**config.mk**
```make
export PLATFORM = sky130hd
export DESIGN_NAME = ball_renderer
export DESIGN_NICKNAME = d
export VERILOG_FILES = /design/src/rtl/breakout_pkg.sv /design/src/rtl/box_scanner.sv /design/src/rtl/ball_renderer.sv
export SDC_FILE = /design/constraint.sdc
export NUM_CORES = 1
export LEC_CHECK = 0
export ABC_AREA = 0
export BUFFER_PORTS_ARGS = -buffer_cell sky130_fd_sc_hd__buf_4
export CORE_MARGIN = 5
export CORE_UTILIZATION = 56
export DETAILED_ROUTE_END_ITERATION = 10
export PLACE_DENSITY_LB_ADDON = 0.1
export SLEW_MARGIN = 20
export SYNTH_ARGS = -nofsm -noshare
export SYNTH_HDL_FRONTEND = slang
export SYNTH_SLANG_ARGS = --single-unit
export TNS_END_PERCENT = 30
```
**constraint.sdc**
```tcl
create_clock -name clk -period 3.9 [get_ports clk]
set_input_delay 0.39 -clock clk [delete_from_list [all_inputs] [get_ports clk]]
set_output_delay 0.39 -clock clk [all_outputs]
set_load 0.02 [all_outputs]
```
**src/rtl/breakout_pkg.sv**
```systemverilog
// Shared types and widths for the breakout video path.
// Holds the renderer FSM state type, coordinate/colour widths and a
// coordinate helper used when scanning a box on screen.
package breakout_pkg;

  localparam int COORD_W  = 10;
  localparam int COLOUR_W = 3;
  // One extra bit so box pixels past the right/bottom edge never wrap to 0.
  localparam int PIX_W    = COORD_W + 1;

  typedef enum logic [1:0] {
    IDLE  = 2'd0,
    ERASE = 2'd1,
    DRAW  = 2'd2,
    DONE  = 2'd3
  } state_t;

  // Screen coordinate of a box pixel, widened so overflow stays visible.
  function automatic logic [PIX_W-1:0] pix_add(input logic [COORD_W-1:0] base,
                                               input logic [COORD_W-1:0] off);
    return {1'b0, base} + {1'b0, off};
  endfunction

endpackage

```
**src/rtl/box_scanner.sv**
```systemverilog
// Row-major offset generator for a BALL_SIZE x BALL_SIZE box (dx fastest).
// Counters advance on step_i, wrap to (0,0) after the last pixel, and
// clear on restart_i; last_o flags the final pixel of the box.
module box_scanner
  import breakout_pkg::*;
#(
  parameter int BALL_SIZE = 4
) (
  input  logic               clk,
  input  logic               resetn,
  input  logic               restart_i,
  input  logic               step_i,
  output logic [COORD_W-1:0] dx_o,
  output logic [COORD_W-1:0] dy_o,
  output logic               last_o
);

  localparam int CNT_W = (BALL_SIZE > 1) ? $clog2(BALL_SIZE) : 1;
  localparam logic [CNT_W-1:0] MAX_OFF = CNT_W'(BALL_SIZE - 1);

  logic [CNT_W-1:0] dx_q, dx_d;
  logic [CNT_W-1:0] dy_q, dy_d;

  // Next offset: restart wins, otherwise advance dx then dy, wrapping at the end.
  always_comb begin
    dx_d = dx_q;
    dy_d = dy_q;
    if (restart_i) begin
      dx_d = '0;
      dy_d = '0;
    end else if (step_i) begin
      if (dx_q == MAX_OFF) begin
        dx_d = '0;
        dy_d = (dy_q == MAX_OFF) ? '0 : dy_q + 1'b1;
      end else begin
        dx_d = dx_q + 1'b1;
      end
    end
  end

  // Offset registers, cleared by reset.
  always_ff @(posedge clk or negedge resetn) begin
    if (!resetn) begin
      dx_q <= '0;
      dy_q <= '0;
    end else begin
      dx_q <= dx_d;
      dy_q <= dy_d;
    end
  end

  assign dx_o   = COORD_W'(dx_q);
  assign dy_o   = COORD_W'(dy_q);
  assign last_o = (dx_q == MAX_OFF) && (dy_q == MAX_OFF);

endmodule

```
**src/rtl/ball_renderer.sv**
```systemverilog
// Redraws the ball: erases the old box in BG_COLOR, draws the new one in
// BALL_COLOR, one pixel per clock; updates while busy are held (latest wins).
// Optional: `define RENDER_SKIP_SAME_EN to skip redraws of an unchanged position.
module ball_renderer
  import breakout_pkg::*;
#(
  parameter int                  BALL_SIZE  = 4,
  parameter int                  H_RES      = 640,
  parameter int                  V_RES      = 480,
  parameter logic [COLOUR_W-1:0] BG_COLOR   = 3'b000,
  parameter logic [COLOUR_W-1:0] BALL_COLOR = 3'b111
) (
  input  logic                clk,
  input  logic                resetn,
  input  logic [COORD_W-1:0]  ball_x,
  input  logic [COORD_W-1:0]  ball_y,
  input  logic                update,
  output logic [COORD_W-1:0]  vga_x,
  output logic [COORD_W-1:0]  vga_y,
  output logic [COLOUR_W-1:0] vga_colour,
  output logic                plot,
  output logic                busy,
  output logic                done
);

  localparam logic [PIX_W-1:0] H_LIM = PIX_W'(H_RES);
  localparam logic [PIX_W-1:0] V_LIM = PIX_W'(V_RES);

  state_t               state_q;
  logic [COORD_W-1:0]   new_x_q, new_y_q;
  logic [COORD_W-1:0]   old_x_q, old_y_q;
  logic                 old_vld_q;
  logic [COORD_W-1:0]   pend_x_q, pend_y_q;
  logic                 pend_vld_q;
  // Set when the pixel currently on the outputs is the last of its box.
  logic                 fin_q;
  logic [COORD_W-1:0]   vga_x_q, vga_y_q;
  logic [COLOUR_W-1:0]  colour_q;
  logic                 plot_q, busy_q, done_q;

  logic [COORD_W-1:0]   sc_dx, sc_dy;
  logic                 sc_last, sc_step, sc_restart;
  logic [COORD_W-1:0]   base_x, base_y;
  logic [PIX_W-1:0]     pix_x, pix_y;
  logic                 pix_ok;
  logic                 same_pos;

`ifdef RENDER_SKIP_SAME_EN
  assign same_pos = old_vld_q && (ball_x == old_x_q) && (ball_y == old_y_q);
`else
  assign same_pos = 1'b0;
`endif

  box_scanner #(
    .BALL_SIZE (BALL_SIZE)
  ) u_scan (
    .clk       (clk),
    .resetn    (resetn),
    .restart_i (sc_restart),
    .step_i    (sc_step),
    .dx_o      (sc_dx),
    .dy_o      (sc_dy),
    .last_o    (sc_last)
  );

  // Choose the box whose pixel is emitted at the next edge and drive the scanner.
  always_comb begin
    sc_step    = 1'b0;
    sc_restart = 1'b0;
    base_x     = new_x_q;
    base_y     = new_y_q;
    case (state_q)
      IDLE: begin
        if (update && !same_pos) begin
          sc_step = 1'b1;
          base_x  = old_vld_q ? old_x_q : ball_x;
          base_y  = old_vld_q ? old_y_q : ball_y;
        end else begin
          sc_restart = 1'b1;
        end
      end
      ERASE: begin
        sc_step = 1'b1;
        if (!fin_q) begin
          base_x = old_x_q;
          base_y = old_y_q;
        end
      end
      DRAW: begin
        sc_step = !fin_q;
      end
      DONE: begin
        // The box just drawn becomes the one erased by a pending redraw.
        if (update || pend_vld_q) sc_step = 1'b1;
        else                      sc_restart = 1'b1;
      end
      default: sc_restart = 1'b1;
    endcase
  end

  assign pix_x  = pix_add(base_x, sc_dx);
  assign pix_y  = pix_add(base_y, sc_dy);
  assign pix_ok = (pix_x < H_LIM) && (pix_y < V_LIM);

  // Renderer FSM with registered pixel outputs.
  always_ff @(posedge clk or negedge resetn) begin
    if (!resetn) begin
      state_q    <= IDLE;
      new_x_q    <= '0;
      new_y_q    <= '0;
      old_x_q    <= '0;
      old_y_q    <= '0;
      old_vld_q  <= 1'b0;
      pend_x_q   <= '0;
      pend_y_q   <= '0;
      pend_vld_q <= 1'b0;
      fin_q      <= 1'b0;
      vga_x_q    <= '0;
      vga_y_q    <= '0;
      colour_q   <= BG_COLOR;
      plot_q     <= 1'b0;
      busy_q     <= 1'b0;
      done_q     <= 1'b0;
    end else begin
      done_q <= 1'b0;
      case (state_q)
        IDLE: begin
          if (update) begin
            new_x_q <= ball_x;
            new_y_q <= ball_y;
            busy_q  <= 1'b1;
            if (same_pos) begin
              state_q  <= DONE;
              done_q   <= 1'b1;
              plot_q   <= 1'b0;
              colour_q <= BG_COLOR;
            end else begin
              vga_x_q  <= pix_x[COORD_W-1:0];
              vga_y_q  <= pix_y[COORD_W-1:0];
              plot_q   <= pix_ok;
              fin_q    <= sc_last;
              colour_q <= old_vld_q ? BG_COLOR : BALL_COLOR;
              state_q  <= old_vld_q ? ERASE : DRAW;
            end
          end else begin
            plot_q   <= 1'b0;
            colour_q <= BG_COLOR;
            busy_q   <= 1'b0;
          end
        end
        ERASE: begin
          if (update) begin
            pend_x_q   <= ball_x;
            pend_y_q   <= ball_y;
            pend_vld_q <= 1'b1;
          end
          vga_x_q <= pix_x[COORD_W-1:0];
          vga_y_q <= pix_y[COORD_W-1:0];
          plot_q  <= pix_ok;
          fin_q   <= sc_last;
          if (fin_q) begin
            state_q  <= DRAW;
            colour_q <= BALL_COLOR;
          end
        end
        DRAW: begin
          if (update) begin
            pend_x_q   <= ball_x;
            pend_y_q   <= ball_y;
            pend_vld_q <= 1'b1;
          end
          if (fin_q) begin
            state_q  <= DONE;
            done_q   <= 1'b1;
            plot_q   <= 1'b0;
            colour_q <= BG_COLOR;
            fin_q    <= 1'b0;
          end else begin
            vga_x_q <= pix_x[COORD_W-1:0];
            vga_y_q <= pix_y[COORD_W-1:0];
            plot_q  <= pix_ok;
            fin_q   <= sc_last;
          end
        end
        DONE: begin
          old_x_q   <= new_x_q;
          old_y_q   <= new_y_q;
          old_vld_q <= 1'b1;
          if (update || pend_vld_q) begin
            // An update landing in this cycle is newer than the held one.
            new_x_q    <= update ? ball_x : pend_x_q;
            new_y_q    <= update ? ball_y : pend_y_q;
            pend_vld_q <= 1'b0;
            vga_x_q    <= pix_x[COORD_W-1:0];
            vga_y_q    <= pix_y[COORD_W-1:0];
            plot_q     <= pix_ok;
            fin_q      <= sc_last;
            colour_q   <= BG_COLOR;
            state_q    <= ERASE;
          end else begin
            state_q <= IDLE;
            busy_q  <= 1'b0;
          end
        end
        default: begin
          state_q <= IDLE;
          plot_q  <= 1'b0;
          busy_q  <= 1'b0;
        end
      endcase
    end
  end

  assign vga_x      = vga_x_q;
  assign vga_y      = vga_y_q;
  assign vga_colour = colour_q;
  assign plot       = plot_q;
  assign busy       = busy_q;
  assign done       = done_q;

endmodule

```
; Word-level counts from Yosys, hierarchy flattened
; Index checks and enable logic that the tools add are counted.
[totals]
ff_bits = 95
out_inout_bits = 26
[op_classes]
n_addsub = 4
n_lt_le_gt_ge = 2
eq_ne = 12
mux = 64
n_reduce_logical = 18
[ops]
columns = cell, n
row1 = two-way mux 10 bit, 18
row2 = case mux 10 bit (2 select lines), 4
row3 = case mux 10 bit (4 select lines), 2
row4 = adder 10 x 2 -> 11 bit, 2
row5 = two-way mux 2 bit, 11
row6 = two-way mux 1 bit, 16
row7 = two-way mux 3 bit, 5
row8 = AND reduction 3 bit, 5
row9 = != test 2 bit (second input constant), 6
row10 = case mux 1 bit (4 select lines), 3
row11 = case mux 3 bit (4 select lines), 1
row12 = < comparator 11 x 10 -> 1 bit (second input constant), 1
row13 = < comparator 11 x 9 -> 1 bit (second input constant), 1
row14 = == test 2 bit (second input constant), 4
row15 = case mux 2 bit (4 select lines), 1
row16 = nonzero test 2 bit, 4
row17 = case mux 1 bit (2 select lines), 3
row18 = AND reduction 2 bit, 3
row19 = adder 2 x 1 -> 2 bit (second input constant), 2
row20 = == test 2 x 1 -> 1 bit (second input constant), 1
row21 = logical AND 1 bit, 2
row22 = logical NOT 2 bit, 1
row23 = != test 2 x 1 -> 1 bit (second input constant), 1
row24 = OR reduction 2 bit, 1
row25 = 2 further kinds, 2

; Longest topological paths before layout
; Gate-level depths: netlist (run 1).
[logic_depth]
word_depth = 8
mapped_depth = 15
mapped_depth_nobuf = 13

; Modules after synthesis
; From an unflattened synthesis (run 1), not the netlist that was laid out.
[hier_totals]
cells_unflattened = 507
hier_area_um2 = 5207.5
[modules_own_cells]
columns = module, instances, cells_per_inst, area_each_um2, seq_area_each_um2
row1 = ball_renderer, 1, 472, 4868.4, 2227.1
row2 = box_scanner, 1, 35, 339.1, 100.1

; Worst setup path before layout (run 1)
; OpenSTA, ideal clock, no wires.
[synth_path]
path_type = flip-flop to flip-flop
from = register state_q[0]
to = register plot_q (netlist: plot)
t_arrival_ps = 3173
required_ps = 3796
path_slack_ps = 623
stages_incl_launch_ff = 15
path_buffers = 2
path_cell_list = dfrtp_1 inv_1 ha_1 buf_4 or2_4 nand3_4 buf_2 a222oi_1 inv_1 ha_1 a21oi_1 o21ba_2 nor4b_1 a211oi_1 o41ai_2
[synth_via]
elab_chain_len = 7
[synth_rtl]
columns = element, line
row1 = start: declaration, ball_renderer.sv:29  ; state_t state_q;
row2 = start signal: assignment, ball_renderer.sv:143  ; state_q <= old_vld_q ? ERASE : DRAW;
row3 = == test 2 x 1 -> 1 bit or logical NOT 2 bit (tied branches), "ball_renderer.sv:72, ball_renderer.sv:126"
row4 = case mux 10 bit (2 select lines), ball_renderer.sv:72  ; case (state_q)
row5 = adder 10 x 2 -> 11 bit, breakout_pkg.sv:21  ; return {1'b0, base} + {1'b0, off};
row6 = < comparator 11 x 10 -> 1 bit or < comparator 11 x 9 -> 1 bit (tied branches), ball_renderer.sv:103  ; assign pix_ok = (pix_x < H_LIM) && (pix_y < V_LIM);
row7 = logical AND 1 bit, ball_renderer.sv:103
row8 = "two-way mux 1 bit, on equally long branches", "ball_renderer.sv:189, ball_renderer.sv:128, ball_renderer.sv:172"
row9 = case mux 1 bit (4 select lines), ball_renderer.sv:126  ; case (state_q)
row10 = end signal: assignment, ball_renderer.sv:140  ; plot_q <= pix_ok;
row11 = end signal: assignment, ball_renderer.sv:181  ; plot_q <= pix_ok;
row12 = end signal: assignment, ball_renderer.sv:196  ; plot_q <= pix_ok;
row13 = end: declaration, ball_renderer.sv:39  ; logic plot_q, busy_q, done_q;
; Several ways; a longest one is shown, not always the timed one. The select of a mux whose other input is x is not followed.
; A chain may end at the register's enable or synchronous reset.

; Final worst setup path (run 1)
[layout_path]
from = register state_q[1]
to = register plot_q (netlist: plot)
; Same word-level chain as after synthesis.

==> impl_metrics.tcl, run 1 <==
set metrics [dict create \
    status "complete, no violations" \
    startpoint "state_q[1]" \
    tns_ns 0 \
    p_leak_nw 2.38 \
    start_util 0.575 \
    ios 49 \
    final_common_cell "dfrtp_1" \
    drc 0 \
    dpl.hpwl_um 7410 \
    hold_buffers 0 \
    antenna_found_initial 0 \
    ys_seq_elements 93 \
    ant_nets 0 \
    grt_pass1_wl_um 17200 \
    p_per_area_nw_per_um2 1010 \
    netSwitchingPower_mw 2.29 \
    diodes 0 \
    wl_met1_um 4940 \
    endpoint_kind "flip-flop" \
    slew_headroom 0.368 \
    core_um2 8260 \
    drtPass1Iterations 7 \
    ys.flop_type "dfrtp_1" \
    finalWorstSetupSlack_ns 0.389 \
    clkLatencyLatePin_ns 0.37 \
    peakVddDrop_mv 0.446 \
    total_power_mw 5.44 \
    vias_per_cell 5.74 \
    fin_skew_ns 0.0119 \
    post-route-cell-area_um2 5410 \
    first_iter_violations 262 \
    grt_pass1_vias 3400 \
    slew_viol_final 0 \
    path_clk_slew_ns 0.09 \
    synthCells 434 \
    yosys_warnings 0 \
    cts_buffer_depth 2 \
    routed.top_layer "met4" \
    r2r_setup_slack_ns 0.39 \
    final-setup-viol-count 0 \
    arrival_ns 3.78 \
    worst-setup-path-type "reg2reg" \
    synth_area_per_cell_um2 10.9 \
    synthTopCellsByArea "dfrtp_1 (49%), mux2_2 (11%), mux2i_1 (5.5%), nor2_1 (3.3%), ha_1 (2.9%)" \
    met2_length_um 4610 \
    synth_edf_count 0 \
    reg2reg_depth 12 \
    rows 33 \
    root_buffer "clkbuf_8" \
    wl_met3_um 535 \
    p_clk_frac 0.124 \
    timing.fmax_mhz 285 \
    dp_slack_ns 0.443 \
    synth_top_area_share 0.490 \
    yosysTopAreaCell "dfrtp_1" \
    grt_util_all_layers 0.214 \
    p_sw_frac 0.421 \
    cts.sinks 93 \
    fillerInstances 650 \
    nets 513 \
    placedInstanceArea_um2 5200 \
    tightest_slew_ns 0.946 \
    drive_above_1_share 0.266 \
    gp_congestion 0.819 \
    cts_tree "yes" \
    numCtsBuffers 9 \
    start_kind "flip-flop" \
    pwr-share-comb 0.550 \
    ys_types 53 \
    power.share.sequential 0.326 \
    cap_viol_max_count 0 \
    power.internal_mw 3.15 \
    grt_start_max_net_pins 68 \
    ys_seq_area_frac 0.490 \
    syn_nets 470 \
    reg2reg_to "plot" \
    vias 3367 \
    fin_crit_sh 0.900 \
    area_growth_pct 13.8 \
    wire_per_inst_um 17.5 \
    synth_area_um2 4750 \
    layout_min_cycle_time_ns 3.51 \
    synthArstFlopShare 1.00 \
    cts_setup_buffers 0 \
    die_w_um 102 \
    portBuffers 48 \
    die_height_um 102 \
    rsz0062_at_grt "no" \
    htree_levels 3 \
    worst-path-max-fanout 17 \
    final_cell_mix "dfrtp_1 (93), buf_4 (57), mux2_2 (45)" \
    endpoint "plot" \
    drt_wl_total_um 10300 \
    min_path_type "in2async" \
    hold_viol 0 \
    grt_overflow 0 \
    die-area_um2 10400 \
    rr_startpoint "state_q[1]" \
    cts_resized 0 \
    worstPathRequired_ns 4.16 \
]
==> layout make-up <==
type / instances / area, um2 / share of cell area
clock buffers: 10 / 138 / 0.0255
clock inverters: 6 / 70.1 / 0.0130
inverters: 14 / 52.6 / 0.00972
multi-input cells: 302 / 2260 / 0.418
flip-flops and latches: 93 / 2330 / 0.430
well taps: 105 / 131 / 0.0243
repair buffers: 57 / 428 / 0.0791
==> per-layer routing <==
metal | vias to the layer above | GRT usage
met5 | - | 0
met4 | 0 | 0.0646
met3 | 13 | 0.0519
met2 | 81 | 0.316
met1 | 1633 | 0.315
li1 | 1640 | -
==> cells in the mapped netlist, types with 3 or more instances <==
library cell and count:
dfrtp_1 93, mux2_2 45, nor2_1 42, nand2_1 32, a21oi_1 27, mux2i_1 26, o21ai_0 22, clkbuf_1 15
inv_1 14, a222oi_1 12, ha_1 11, xnor2_1 8, xor2_1 7, a221oi_1 5, a31oi_1 4, and2_1 4
and3b_1 4, buf_4 4, nor2b_1 4, a211o_1 3, a211oi_1 3, buf_1 3, buf_2 3, nand3_1 3
or2_2 3
==> how the worst min path moves through the flow <==
stage          startpoint  depth (start not counted)        endpoint
2_1_floorplan      resetn                          0            busy
3_3_place_gp     vga_y[3]                          2        vga_y[3]
3_5_place_dp     vga_x[2]                          2        vga_x[2]
4_1_cts            resetn                          1        vga_y[3]
5_1_grt            resetn                          1   vga_colour[1]
6_report           resetn                          1  u_scan.dy_q[1]
==> power groups by stage <==
stage               Combinational [mW]  Sequential [mW]  Clock (mW)
floorplan                         2.08             1.86           0
global placement                  2.91             1.76           0
detailed placement                3.00             1.80           0
CTS                               3.01             1.77       0.690
global route                      3.31             1.84       0.736
finish                            2.99             1.78       0.672
==> state kept, by name (all words and copies together) (netlist names), 2 cells and up <==
register	cells
new_x_q	10
new_y_q	10
old_x_q	10
old_y_q	10
pend_x_q	10
pend_y_q	10
vga_x	10
vga_y	10
state_q	2
u_scan.dx_q	2
u_scan.dy_q	2
==> through the flow <==
step,std cells,hold WS [ns],utilization
after global placement,571,0.465,0.630
after floorplan,434,0.0944,-
after CTS,587,0.156,0.655
after detailed placement,571,0.471,0.630
after global routing,587,0.198,0.655
final,587,0.128,0.655
==> cell families (layout without fill, tap and decap cells) <==
logic type | after synthesis | after routing | synth area share
AOI/OAI and AO/OA | 90 | 90 | 0.129
muxes | 71 | 71 | 0.161
xor gates and xnor gates | 15 | 15 | 0.0277
buffers and inverters | 39 | 87 | 0.0348
adders and majority gates | 13 | 13 | 0.0374
and+or+nand+nor | 113 | 113 | 0.120
DFF | 93 | 93 | 0.490
==> worst max-delay path, cell delays in order, from the launching register on <==
cell	delay [ns]
dfrtp_1	0.41
inv_1	0.13
ha_1	0.39
or2_4	0.22
nand3_4	0.20
a222oi_1	0.44
inv_1	0.14
ha_1	0.31
a21oi_1	0.19
a211oi_1	0.11
a41o_1	0.28
a211o_1	0.29
o41ai_2	0.30
No activity file was read; power rests on OpenSTA's default activity.
==> run 2, diff against run 1 <==
--- a/config.mk
+++ b/config.mk
@@ -5,7 +5,7 @@
 export SDC_FILE = /design/constraint.sdc
 export NUM_CORES = 1
 export LEC_CHECK = 0
-export ABC_AREA = 0
+export ABC_AREA = 1
 export BUFFER_PORTS_ARGS = -buffer_cell sky130_fd_sc_hd__buf_4
 export CORE_MARGIN = 5
 export CORE_UTILIZATION = 56
==> run 2 against run 1 <==
Via count grew 20%. Count of clock-buffer cells in the layout stayed put. Global-route usage fell by 1.6 points. Design area increased by 2.0%. Cell count rose by 34%. Utilization fell by 1.9 points. Synthesized cell count rose by 46%. Maximum frequency grew 15%. Non-clock buffer count is 5 lower. Critical path depth up 5. Critical path type unchanged. Largest power group unchanged.
==> impl_metrics.tcl, run 2 <==
set metrics [dict create \
    status "complete, no violations" \
    root_buffer "clkbuf_8" \
    hold_buffers 0 \
    rows 34 \
    portBuffers 48 \
    drt_wl_total_um 10700 \
    worst-path-max-fanout 20 \
    grt_pass1_vias 3664 \
    drc 0 \
    power.share.sequential 0.357 \
    ys_seq_area_frac 0.471 \
    start_kind "flip-flop" \
    slew_headroom 0.357 \
    drive_above_1_share 0.172 \
    yosys_warnings 0 \
    power.internal_mw 2.54 \
    fin_crit_sh 0.785 \
    fin_skew_ns 0.00814 \
    syn_nets 670 \
    ant_nets 0 \
    clkLatencyLatePin_ns 0.36 \
    tightest_slew_ns 0.964 \
    core_um2 8680 \
    whs_ns 0.175 \
    ys_seq_elements 93 \
    p_sw_frac 0.464 \
    die-area_um2 10800 \
    path_clk_slew_ns 0.09 \
    peakVddDrop_mv 0.348 \
    die_w_um 104 \
    worst-setup-path-type "reg2reg" \
    synth_area_um2 4940 \
    grt_pass1_wl_um 17900 \
    yosysTopAreaCell "dfrtp_1" \
    final_cells 784 \
    synth_edf_count 0 \
    ios 49 \
    cts_tree "yes" \
    grt_use_met3 0.0335 \
    vias_per_cell 5.15 \
    netSwitchingPower_mw 2.20 \
    grt_start_max_net_pins 77 \
    yosys.cell_count.top_type "nand2_1" \
    layout_min_cycle_time_ns 3.06 \
    antenna_found_initial 0 \
    timing.fmax_mhz 327 \
    slew_viol_final 0 \
    nets 707 \
    p_clk_frac 0.136 \
    htree_levels 3 \
    yosys-top-cells-count "nand2_1 (241), dfrtp_1 (93), o21ai_0 (90)" \
    endpoint_kind "flip-flop" \
    synthCells 634 \
    tns_ns 0 \
    numCtsBuffers 9 \
    area_growth_pct 11.7 \
    grt_busiest_layer "met1" \
    drtPass1Iterations 5 \
    pwr-share-comb 0.507 \
    rsz0062_at_grt "no" \
    post-route-cell-area_um2 5520 \
    arrival_ns 3.31 \
    p_per_area_nw_per_um2 860 \
    diodes 0 \
    final-setup-viol-count 0 \
    final_util 0.636 \
    ys.flop_type "dfrtp_1" \
    final_cell_mix "nand2_1 (239), dfrtp_1 (93), o21ai_0 (89)" \
    cts_setup_buffers 0 \
    first_iter_violations 236 \
    cts_resized 0 \
    cts_buffer_depth 2 \
    synth_area_per_cell_um2 7.79 \
    synthArstFlopShare 1.00 \
    dpl.hpwl_um 7670 \
    grt_overflow 0 \
    worstPathRequired_ns 4.15 \
    vias 4041 \
    ys_types 32 \
    grtUsageMet2 0.286 \
    placedInstanceArea_um2 5320 \
    cap_viol_max_count 0 \
    synthTopCellsByArea "dfrtp_1 (47%), nand2_1 (18%), o21ai_0 (9.1%), inv_1 (4.2%), nand3_2 (3.0%)" \
    p_leak_nw 2.86 \
    gp_congestion 0.883 \
    min_path_type "in2async" \
    hold_viol 0 \
    wire_per_inst_um 13.6 \
    gr-usage-met1 0.307 \
    grt_util_all_layers 0.199 \
    final_common_cell "nand2_1" \
    start_util 0.569 \
    die_height_um 104 \
    cts.sinks 93 \
    synth_top_area_share 0.471 \
    dp_cells 768 \
]
## run 2: cell types whose count changed after synthesis, moves of 20 or more
cell     delta
mux2_2     -45
nor2_1     -21
a21oi_1    -20
nand2_1   +209
o21ai_0    +68
inv_1      +41
mux2i_1    -26
## run 2: logic make-up (layout without fill, tap and decap cells)
| kind of cell | Yosys count | in the layout | synth area share |
|---|---|---|---|
| xor+xnor | 3 | 3 | 0.00532 |
| compound gates | 111 | 111 | 0.120 |
| flops | 93 | 93 | 0.471 |
| buf+inv | 87 | 129 | 0.0763 |
| fa+ha+maj | 13 | 13 | 0.0360 |
| simple gates | 327 | 327 | 0.291 |
## run 2: layout make-up
class	count	area (um2)
Multi-Input combinational cell	454	2240
Clock buffer	10	128
Timing Repair Buffer	52	390
Inverter	61	229
Fill cell	765	3160
Tap cell	108	135
Clock inverter	6	63.8
Sequential cell	93	2330
## run 2: worst max-delay path, stage by stage, from the launching register on
cell and delay, ns:
dfrtp_1 0.41, inv_1 0.13, ha_1 0.30, inv_1 0.07, nand2_1 0.08, nand3_2 0.36
nand2_1 0.17, o221ai_1 0.14, ha_1 0.23, fa_1 0.44, nand2_1 0.13, nor2_2 0.06
nand3_1 0.07, nand2_1 0.07, nor2_1 0.10, nand2_1 0.05, nand3_1 0.07, nand2_1 0.05
## run 2: power by group through the flow
| stage | Clock, mW | Combinational [mW] | Sequential, mW |
|---|---|---|---|
| 3_3_place_gp | 0 | 2.34 | 1.70 |
| 3_5_place_dp | 0 | 2.41 | 1.71 |
| 5_1_grt | 0.694 | 2.74 | 1.75 |
| 4_1_cts | 0.655 | 2.42 | 1.69 |
| 2_1_floorplan | 0 | 1.71 | 1.78 |
| 6_report | 0.643 | 2.41 | 1.69 |
## run 2: worst paths after layout
kind                            startpoint          end  slack, ns  cells past startpoint
worst max-delay path            state_q[1]         plot       0.84                     17
worst min-delay path                resetn         done       0.17                      1
worst max register to register  state_q[1]         plot       0.84                     17
worst min register to register    vga_x[0]     vga_x[0]       0.48                      2
max in group asynchronous           resetn  pend_x_q[6]       2.93                      2
min in group clk                 ball_y[5]  pend_y_q[5]       0.33                      3
## run 2: metrics by stage
stage	power, mW	worst slack (ns)
global route	5.19	0.561
floorplan	3.48	1.36
global placement	4.04	1.00
finish	4.74	0.840
CTS	4.77	0.819
detailed placement	4.12	0.868
## run 2: routing by layer
metal / wire, um / part of all wire / vias to the layer above
met4: 177 / 0.017 / 0
met5: 0 / 0 / -
met3: 543 / 0.051 / 15
met2: 4530 / 0.42 / 106
met1: 5420 / 0.51 / 1832
li1: - / - / 2088
